==> src/rtl/chip_check_sequencer.sv <==
// Purpose: runs one chip test: latch selection, grant pin bus, pulse Start, await Done with watchdog, hold result.
// Latency: Grant 1 cycle after Run edge, Start 1 cycle later; result 1 cycle after Done rise or TIMEOUT WAIT cycles.
// Backpressure: none; Run edges outside IDLE/RESULT and all non-selected tester inputs are ignored.
//
// Ports:
//   Clk, Reset      - clock and synchronous active-high reset
//   Run             - operator button level; only rising edges act
//   SW              - chip selection switches (1..N_CHIPS selects tester SW-1)
//   Done, Rslt      - per-tester done level and pass/fail
//   Start, Grant    - one-hot start pulse and pin-bus ownership for the selected tester
//   LD_SW           - display shows live switches (IDLE)
//   DISP_RSLT       - display shows result (RESULT)
//   Busy            - check in progress
//   RSLT            - latched pass/fail
//   Timeout_Flag    - last check ended by the watchdog
//   Bad_Sel         - last selection was out of range
//   Sel_Q           - latched selection
module chip_check_sequencer #(
   parameter int N_CHIPS = 4,
   parameter int TIMEOUT = 1024,
   parameter int SEL_W   = 10
) (
   input  logic               Clk,
   input  logic               Reset,
   input  logic               Run,
   input  logic [SEL_W-1:0]   SW,
   input  logic [N_CHIPS-1:0] Done,
   input  logic [N_CHIPS-1:0] Rslt,
   output logic [N_CHIPS-1:0] Start,
   output logic [N_CHIPS-1:0] Grant,
   output logic               LD_SW,
   output logic               DISP_RSLT,
   output logic               Busy,
   output logic               RSLT,
   output logic               Timeout_Flag,
   output logic               Bad_Sel,
   output logic [SEL_W-1:0]   Sel_Q
);

   localparam int             WD_W    = $clog2(TIMEOUT);
   localparam logic [WD_W-1:0] WD_LAST = WD_W'(TIMEOUT - 1);

   typedef enum logic [2:0] {
      S_IDLE,
      S_GRANT,
      S_START,
      S_WAIT,
      S_RESULT
   } state_t;

   state_t             state;
   state_t             state_nxt;
   logic               run_q;
   logic [N_CHIPS-1:0] done_q;
   logic [N_CHIPS-1:0] sel_oh;
   logic [WD_W-1:0]    wdog;
   logic               run_edge;
   logic               sel_valid;
   logic               done_rise;
   logic               rslt_sel;
   logic               wdog_last;

   // run_q resets high so a button held through reset is not seen as an edge.
   assign run_edge  = Run & ~run_q;
   assign sel_valid = (SW != '0) && (SW <= SEL_W'(N_CHIPS));

   // One-hot of the latched selection; all zero for an out-of-range Sel_Q.
   always_comb begin
      sel_oh = '0;
      for (int i = 0; i < N_CHIPS; i++) begin
         sel_oh[i] = (Sel_Q == SEL_W'(i + 1));
      end
   end

   // Only a low-to-high transition of the selected tester's Done counts, so a
   // Done already high when Start fires must fall and rise again.
   assign done_rise = |(Done & sel_oh & ~done_q);
   assign rslt_sel  = |(Rslt & sel_oh);
   assign wdog_last = (wdog == WD_LAST);

   always_comb begin
      state_nxt = state;
      Grant     = '0;
      Start     = '0;
      LD_SW     = 1'b0;
      DISP_RSLT = 1'b0;
      Busy      = 1'b0;
      case (state)
         S_IDLE: begin
            LD_SW = 1'b1;
            if (run_edge) begin
               state_nxt = sel_valid ? S_GRANT : S_RESULT;
            end
         end
         S_GRANT: begin
            // One settle cycle on the pin bus before the tester is started.
            Grant     = sel_oh;
            Busy      = 1'b1;
            state_nxt = S_START;
         end
         S_START: begin
            Grant     = sel_oh;
            Start     = sel_oh;
            Busy      = 1'b1;
            state_nxt = S_WAIT;
         end
         S_WAIT: begin
            Grant = sel_oh;
            Busy  = 1'b1;
            if (done_rise || wdog_last) begin
               state_nxt = S_RESULT;
            end
         end
         S_RESULT: begin
            DISP_RSLT = 1'b1;
            if (run_edge) begin
               state_nxt = S_IDLE;
            end
         end
         default: state_nxt = S_IDLE;
      endcase
   end

   always_ff @(posedge Clk) begin
      if (Reset) begin
         state        <= S_IDLE;
         run_q        <= 1'b1;
         Sel_Q        <= '0;
         RSLT         <= 1'b0;
         Timeout_Flag <= 1'b0;
         Bad_Sel      <= 1'b0;
         wdog         <= '0;
         done_q       <= '0;
      end else begin
         state <= state_nxt;
         run_q <= Run;
         case (state)
            S_IDLE: begin
               if (run_edge) begin
                  Sel_Q        <= SW;
                  RSLT         <= 1'b0;
                  Timeout_Flag <= 1'b0;
                  Bad_Sel      <= ~sel_valid;
               end
            end
            S_START: begin
               done_q <= (done_q & ~sel_oh) | (Done & sel_oh);
               wdog   <= '0;
            end
            S_WAIT: begin
               done_q <= (done_q & ~sel_oh) | (Done & sel_oh);
               // Done has priority over a watchdog expiring in the same cycle.
               if (done_rise) begin
                  RSLT <= rslt_sel;
               end else if (wdog_last) begin
                  RSLT         <= 1'b0;
                  Timeout_Flag <= 1'b1;
               end else begin
                  wdog <= wdog + 1'b1;
               end
            end
            default: ;
         endcase
      end
   end

endmodule

==> config.mk <==
export PLATFORM = sky130hd
export DESIGN_NAME = chip_check_sequencer
export DESIGN_NICKNAME = d
export VERILOG_FILES = /design/src/rtl/chip_check_sequencer.sv
export SDC_FILE = /design/constraint.sdc
export NUM_CORES = 1
export LEC_CHECK = 0
export CAP_MARGIN = 20
export CORE_UTILIZATION = 49
export CTS_CLUSTER_SIZE = 24
export DETAILED_ROUTE_END_ITERATION = 6
export GPL_ROUTABILITY_DRIVEN = 0
export HOLD_SLACK_MARGIN = 0.12
export PLACE_DENSITY = 0.92
export SLEW_MARGIN = 5
export SYNTH_ARGS = -nofsm -noshare
export SYNTH_HDL_FRONTEND = slang
export SYNTH_SLANG_ARGS = --single-unit
==> constraint.sdc <==
create_clock -name Clk -period 2.6 [get_ports Clk]
set_clock_uncertainty 0.2 [all_clocks]
set_input_delay 0.52 -clock Clk [delete_from_list [all_inputs] [get_ports Clk]]
set_output_delay 0.52 -clock Clk [all_outputs]
set_load 0.01 [all_outputs]
==> Implementation_results.wiki, run 1 <==
{| class="wikitable"
! Metric !! Value
|-
| Result of the run || finished with violations
|-
| Failing checks || negative setup slack
|-
| Antenna cells || 0
|-
| Mean number of vias per cell || 5.90
|-
| Most numerous cell types in the synthesized netlist || sky130_fd_sc_hd__nand2_1 (41), sky130_fd_sc_hd__dfxtp_1 (31), sky130_fd_sc_hd__nor2_1 (23), sky130_fd_sc_hd__a21oi_1 (17), sky130_fd_sc_hd__nor3_1 (11)
|-
| Mapped Avg Cell Area || 7.74 um2
|-
| Number of enable-type register cells in the synthesized netlist || 0
|-
| I/O Pins || 45
|-
| Antenna violations before repair || 0
|-
| Endpoint kind of the worst setup timing path || output port
|-
| H-tree level count || 2
|-
| Distinct cells, synth || 45
|-
| Largest net degree at the start of global routing || 22
|-
| Number of warnings reported in the yosys synthesis log || 0
|-
| Core occupancy in the finished layout || 71.3%
|-
| X dimension of the die || 61.9 um
|-
| Detailed Route WL || ~5000 um
|-
| Count of final setup violators || 8
|-
| Largest fanout on the critical path || 4
|-
| Critical Setup Path Class || reg -> out
|-
| Cell with the most instances after synthesis || sky130_fd_sc_hd__nand2_1
|-
| Initial Util || 51.8%
|-
| All-Layer GR Usage || 29.3%
|-
| Net switching share of the total power || approximately 28%
|-
| Input/output buffers || 44
|-
| Area used by multi-input combinational logic || 0.00108 mm2
|-
| Part of the power in combinational logic || 20.6%
|-
| Portion of synthesized cell area occupied by the leading cell type || 35.3%
|-
| Synthesized flop and latch total || 31
|-
| Share of the clock period used by the worst path || 106%
|-
| Chip Height || 61.9 um
|-
| Library cell used as clock root buffer || sky130_fd_sc_hd__clkbuf_4
|-
| Synth Flop Type || sky130_fd_sc_hd__dfxtp_1
|-
| Final Critical Period || 2760 ps
|-
| Synthesized cell area || 0.00176 mm2
|-
| Number of nets in the finished design || 311
|-
| Crit start category || flip-flop
|-
| Internal Dissipation || between 0.0007 and 0.0008 W
|-
| Leading cell types by total area after synthesis || sky130_fd_sc_hd__dfxtp_1 (35%), sky130_fd_sc_hd__nand2_1 (8.8%), sky130_fd_sc_hd__nor2_1 (4.9%)
|-
| Growth of design area from synthesis to finish || 37.6%
|-
| Post-route setup slack || -156 ps
|-
| Sequential-to-total area share from yosys stat || 35.3%
|-
| Switching power || 0.000276 W
|-
| Number of slew-limit violations in the final report || 0
|-
| Pre-CTS setup slack || -334 ps
|-
| Worst Min Path Start || Timeout_Flag$_SDFFE_PP0P_
|-
| Iter 0 DRT Violations || 175
|-
| DP HPWL || roughly 3600 um
|-
| Vias in the first global route || about 1,800
|-
| Clock Power Share || 29.9%
|-
| Share of async-settable or async-resettable flops after synthesis || 0%
|-
| Remaining DRCs || 0
|-
| Tightest Pin Transition || 606 ps
|-
| PwrDens || 412 mW/mm2
|-
| Synthesized netlist cell count || 227
|-
| Clock insertion delay at the later pin of the skew report || 350 ps
|-
| Average routed wire per standard cell || 15.2 um
|-
| Hold buffers post-CTS || 0
|-
| Arr. time, crit path || 2040 ps
|-
| Share of final-layout standard cells stronger than drive strength 1 || 19.4%
|-
| Global-route wire length before repair || 8030 um
|-
| Clock-pin slew on the worst setup and hold paths || around 100 ps
|-
| Die Footprint || 0.00383 mm2
|-
| Leak || about 0.89 nW
|-
| Cts bufs inserted || 5
|-
| Fraction of power consumed by sequential logic || 49.4%
|-
| Leading area contributor after synthesis || sky130_fd_sc_hd__dfxtp_1
|-
| Clock tree from TritonCTS || built
|-
| Cell area reported after detailed placement || 0.00236 mm2
|-
| Fmax || roughly 360 MHz
|-
| Post-Layout Inst Area || about 0.0024 mm2
|-
| Final hold violations || 0
|-
| Remaining number of nets flagged by the antenna check after routing || 0
|-
| Leftover overflow at the end of global routing || 0
|-
| Number of buffers inserted to repair setup after CTS || 0
|-
| Beginning of the critical path || Sel_Q[5]$_SDFFE_PP0P_
|-
| Total number of placement rows || 21
|-
| Filler cell count in the final layout || 251
|-
| Drt first pass iters || 4
|-
| Clock buffer depth || 2
|-
| MaxCap Viol Count || 0
|-
| Data required time at the worst endpoint || approximately 1900 ps
|-
| Total vias in the final route || around 2,000
|-
| Net count after synthesis || 249
|-
| Worst min-delay path category || reg -> reg
|-
| Setup repair after global routing missed its margin || yes
|-
| Register Area || 624 um2
|-
| Count of clock tree sinks || 31
|-
| Maximum VDD drop || around 370 uV
|-
| RR Startpoint || Sel_Q[5]$_SDFFE_PP0P_
|-
| Worst slew margin || between 50 and 60%
|-
| Floorplan Core Area || between 0.003 and 0.004 mm2
|}
[path summary, 6_finish.rpt]
kind / endpoint / slack [ps] / cells past startpoint
hold reg to reg: Timeout_Flag$_SDFFE_PP0P_ / 280 / 2
setup / recovery: Grant[1] / -160 / 7
setup reg to reg: wdog[0]$_SDFFE_PP0P_ / 130 / 6
hold / removal: Timeout_Flag$_SDFFE_PP0P_ / 280 / 2
[power groups by stage]
stage	Combinational, W	Sequential [W]	Clock [W]
6_report	0.000205	0.000492	0.000298
5_1_grt	0.000217	0.000493	0.000319
4_1_cts	0.000194	0.000492	0.000299
3_5_place_dp	0.000186	0.000502	0
3_3_place_gp	0.000181	0.000501	0
2_1_floorplan	0.0000831	0.000506	0
[layer usage]
metal	routed length, um	track usage (%)	share of wire [%]
met5	0	0	0
met4	89	12.4	1.7
met3	303	7.87	6.0
met2	2670	51.9	52
met1	2030	33.1	40
[layout make-up]
class | instances | area share [%]
Multi-Input combinational cell | 178 | 44.5
Sequential cell | 31 | 25.8
Timing Repair Buffer | 67 | 24.0
Tap cell | 46 | 2.38
Clock buffer | 6 | 2.12
Inverter | 6 | 0.932
Clock inverter | 1 | 0.207
[through the flow]
stage | instances | total power [W] | hold WS (ps) | TNS (ps)
after floorplan | 227 | 0.000589 | 248 | 0
after global placement | 328 | 0.000683 | 242 | -1440
after detailed placement | 328 | 0.000688 | 275 | -2030
after CTS | 335 | 0.000984 | 290 | -549
after global routing | 335 | 0.00103 | 314 | -1090
final | 335 | 0.000995 | 279 | -701
[critical path, cell delays in order, from the launching register on]
cell and delay, ps:
sky130_fd_sc_hd__dfxtp_2 330, sky130_fd_sc_hd__or4_4 530, sky130_fd_sc_hd__buf_6 140, sky130_fd_sc_hd__nor3_4 120, sky130_fd_sc_hd__buf_6 140, sky130_fd_sc_hd__nand3b_1 130, sky130_fd_sc_hd__nor2_1 150, sky130_fd_sc_hd__buf_2 150
[kinds of logic after synthesis]
family | Yosys count | synth area share (%)
and+or+nand+nor | 125 | 37.4
buffers and inverters | 18 | 4.91
muxes | 6 | 3.42
adders and majority gates | 1 | 0.712
AOI/OAI and AO/OA | 46 | 18.2
DFF | 31 | 35.3
[cell usage in the layout, fill, tap and decap left out, types with 4 or more instances in the layout]
master	synthesis	final
sky130_fd_sc_hd__nand2_1	41	41
sky130_fd_sc_hd__clkdlybuf4s50_1	0	36
sky130_fd_sc_hd__dfxtp_1	31	28
sky130_fd_sc_hd__buf_4	0	21
sky130_fd_sc_hd__nor2_1	23	20
sky130_fd_sc_hd__a21oi_1	17	17
sky130_fd_sc_hd__nor3_1	11	10
sky130_fd_sc_hd__o21ai_0	8	8
sky130_fd_sc_hd__buf_2	1	8
sky130_fd_sc_hd__inv_1	6	6
sky130_fd_sc_hd__nand3b_1	6	6
sky130_fd_sc_hd__mux2i_1	6	6
sky130_fd_sc_hd__or3_1	5	5
sky130_fd_sc_hd__nand3_1	6	5
sky130_fd_sc_hd__clkbuf_4	0	5
sky130_fd_sc_hd__nand2b_1	4	4
sky130_fd_sc_hd__nand4_1	4	4
[timing repair]
item                                    CTS  global route
pin swaps                                 8             4
endpoints found under the setup margin    8            10
resized for setup                        39             5
(Power assumes the default switching activity.)
==> inputs of run 2 (changes only) <==
- CORE_UTILIZATION: 49 -> 44
- PLACE_DENSITY: 0.92 -> 0.88
- clock period: 2.6 -> 2.3 ns (I/O delays scaled with it)
==> Implementation_results.wiki, run 2 (synthesized netlist as in run 1, its figures left out) <==
{| class="wikitable"
! Metric !! Value
|-
| Share of the clock period used by the worst path || 116%
|-
| X dimension of the die || 65.2 um (+5.3%)
|-
| Buf+Inv Stages, Crit Path || 2 (-1)
|-
| Number of nets in the finished design || 323 (+3.9%)
|-
| Post-route setup slack || -360 ps (-204 ps)
|-
| Drt first pass iters || 5 (+1)
|-
| Last element of the critical path || Start[3]
|-
| Count of clock tree sinks || 31 (unchanged)
|-
| Endpoint kind of the worst setup timing path || output port
|-
| Total number of placement rows || 22 (+4.8%)
|-
| Antenna violations before repair || 0 (unchanged)
|-
| Arr. time, crit path || 2000 ps (-40 ps)
|-
| Hold buffers post-CTS || 0 (unchanged)
|-
| Layout Cells excl Fill || 350 (+4.5%)
|-
| Filler cell count in the final layout || 241 (-4.0%)
|-
| Worst slew margin || 67.5% (+7.9 points)
|-
| All-Layer GR Usage || 28.4% (-0.87 points)
|-
| Antenna cells || 0 (unchanged)
|-
| Area used by multi-input combinational logic || 0.00116 mm2 (+7.8%)
|-
| Result of the run || finished with violations
|-
| Remaining number of nets flagged by the antenna check after routing || 0 (unchanged)
|-
| Worst min-delay path category || in -> reg
|-
| Mean number of vias per cell || 6.18 (+4.7%)
|-
| RR Startpoint || Sel_Q[8]$_SDFFE_PP0P_
|-
| Cts bufs inserted || 5 (unchanged)
|-
| Most common cell after layout, fill and taps aside || sky130_fd_sc_hd__nand2_1
|-
| Count of final setup violators || 9 (+1)
|-
| Leftover overflow at the end of global routing || 0 (unchanged)
|-
| Total vias in the final route || 2,164 (+9.4%)
|-
| DP HPWL || 3580 um (+0.62%)
|-
| Die Footprint || 0.00425 mm2 (+11%)
|-
| PwrDens || 490 mW/mm2 (+19%)
|-
| Cells on Worst Hold Path || 3 (+1)
|-
| Terminus of the critical flop-to-flop path || RSLT$_SDFFE_PP0P_
|-
| Critical Setup Path Class || reg -> out
|-
| Leading cell types in the layout, fill and taps excluded || sky130_fd_sc_hd__nand2_1 (41), sky130_fd_sc_hd__clkdlybuf4s50_1 (31), sky130_fd_sc_hd__buf_4 (27)
|-
| Input/output buffers || 44 (unchanged)
|-
| Number of slew-limit violations in the final report || 0 (unchanged)
|-
| Data required time at the worst endpoint || 1640 ps (-240 ps)
|-
| Clock-pin slew on the worst setup and hold paths || 70 ps (-30 ps)
|-
| Global-route wire length before repair || 9280 um (+16%)
|-
| Vias in the first global route || 1,973 (+9.6%)
|-
| Chip Height || 65.2 um (+5.3%)
|-
| MaxCap Viol Count || 0 (unchanged)
|-
| R2r worst-path depth || 6 (unchanged)
|-
| Cell class contributing the biggest share of worst-path delay || simple AND/OR/NAND/NOR gates
|-
| Library cell used as clock root buffer || sky130_fd_sc_hd__clkbuf_8
|-
| Share of final-layout standard cells stronger than drive strength 1 || 25.5% (+6.1 points)
|-
| Slack of the worst reg-to-reg path || -30 ps (-160 ps)
|-
| Final hold violations || 0 (unchanged)
|-
| CP peak stage delay || 580 ps (+50 ps)
|-
| Clock buffer depth || 2 (unchanged)
|-
| Clock insertion delay at the later pin of the skew report || 290 ps (-60 ps)
|-
| Tightest Pin Transition || 480 ps (-125 ps)
|-
| Instance count after placement with tap cells included || 333 (+1.5%)
|-
| Fmax || 376 MHz
|-
| Slowest-stage cell, CP || sky130_fd_sc_hd__or4_4
|-
| I/O Pins || 45 (unchanged)
|-
| Clock tree from TritonCTS || built
|-
| Final Critical Period || 2660 ps
|-
| Register Area || 632 um2 (+1.2%)
|-
| Setup repair after global routing missed its margin || yes
|-
| Iter 0 DRT Violations || 190 (+8.6%)
|-
| Floorplan Core Area || 0.00374 mm2 (+10%)
|-
| Chain of cells forming the critical path || or4_4 > or4_4 > buf_6 > nor2_4 > buf_6
|-
| Remaining DRCs || 0 (unchanged)
|-
| Initial Util || 46.9% (-4.9 points)
|-
| Failing checks || negative setup slack
|-
| Detailed Route WL || 6730 um (+32%)
|-
| Largest net degree at the start of global routing || 19 (-14%)
|-
| H-tree level count || 2 (unchanged)
|-
| Total power consumption of the routed design || 0.00133 W (+33%)
|-
| Beginning of the critical path || Sel_Q[8]$_SDFFE_PP0P_
|-
| Leak || 1.05 nW (+19%)
|-
| Maximum VDD drop || 356 uV (-4.3%)
|-
| Growth of design area from synthesis to finish || 54.1%
|-
| Crit start category || flip-flop
|-
| Largest fanout on the critical path || 3 (-1)
|-
| Average routed wire per standard cell || 19.2 um (+27%)
|-
| Number of cells on the critical path || 5 (-2)
|}
[run 2: changes by cell type in the layout (fill, tap and decap cells not counted), sizes merged]
cell,previous run,this run
clkinv,1,0
buf,31,43
dlymetal6s2s,0,4
clkdlybuf4s50,36,31
dlygate4sd2,0,1
clkbuf,6,8
[run 2: power by group]
group,switching [W],internal (W)
combinational,0.000135,0.000148
sequential,0.0000117,0.000547
clock,0.000211,0.000273
total,0.000357,0.000968
[run 2: per-layer routing]
metal,GRT usage (%),share of wire (%),vias to the layer above
met4,15.8,5.4,0
met1,33.5,37,998
met2,46.3,48,156
met5,0,0,-
met3,7.81,9.4,44
li1,-,-,966
[run 2: worst min-delay path, cell delays in order]
cell and delay [ps]:
sky130_fd_sc_hd__dlymetal6s2s_1 100, sky130_fd_sc_hd__mux2i_1 70, sky130_fd_sc_hd__nor2_1 80
[run 2: stage by stage]
stage	utilization (%)	hold slack (ps)	setup TNS (ps)	cell area [um2]	setup WS (ps)
after floorplan	-	248	0	1770	3.67
after global placement	64.3	244	-5110	2410	-382
after detailed placement	64.3	253	-5780	2410	-416
after CTS	68.4	262	-1950	2560	-303
after global routing	72.3	279	-2650	2710	-376
final	72.3	254	-2460	2710	-360
[run 2: area by class of cell]
cell class	count	area share [%]
clock buffer	8	3.70
multi-input combinational	178	42.9
tap	48	2.22
timing repair buffer	79	27.0
inverter	6	0.832
sequential	31	23.3
[run 2: timing repair]
item | 4_1_cts | 5_1_grt
setup endpoints to repair | 17 | 24
pin swaps | 11 | 8
hold endpoints to repair | 0 | 0
gates resized for setup | 45 | 26
buffers inserted | 4 | 5
[run 2: how the worst min path moves through the flow]
| stage | slack (ps) | start | end |
|---|---|---|---|
| floorplan | 250 | wdog[5]$_SDFFE_PP0P_ | wdog[5]$_SDFFE_PP0P_ |
| global placement | 240 | Timeout_Flag$_SDFFE_PP0P_ | Timeout_Flag$_SDFFE_PP0P_ |
| detailed placement | 250 | Timeout_Flag$_SDFFE_PP0P_ | Timeout_Flag$_SDFFE_PP0P_ |
| CTS | 260 | Timeout_Flag$_SDFFE_PP0P_ | Timeout_Flag$_SDFFE_PP0P_ |
| global route | 280 | Done[1] | flip-flop |
| finish | 250 | Done[1] | flip-flop |
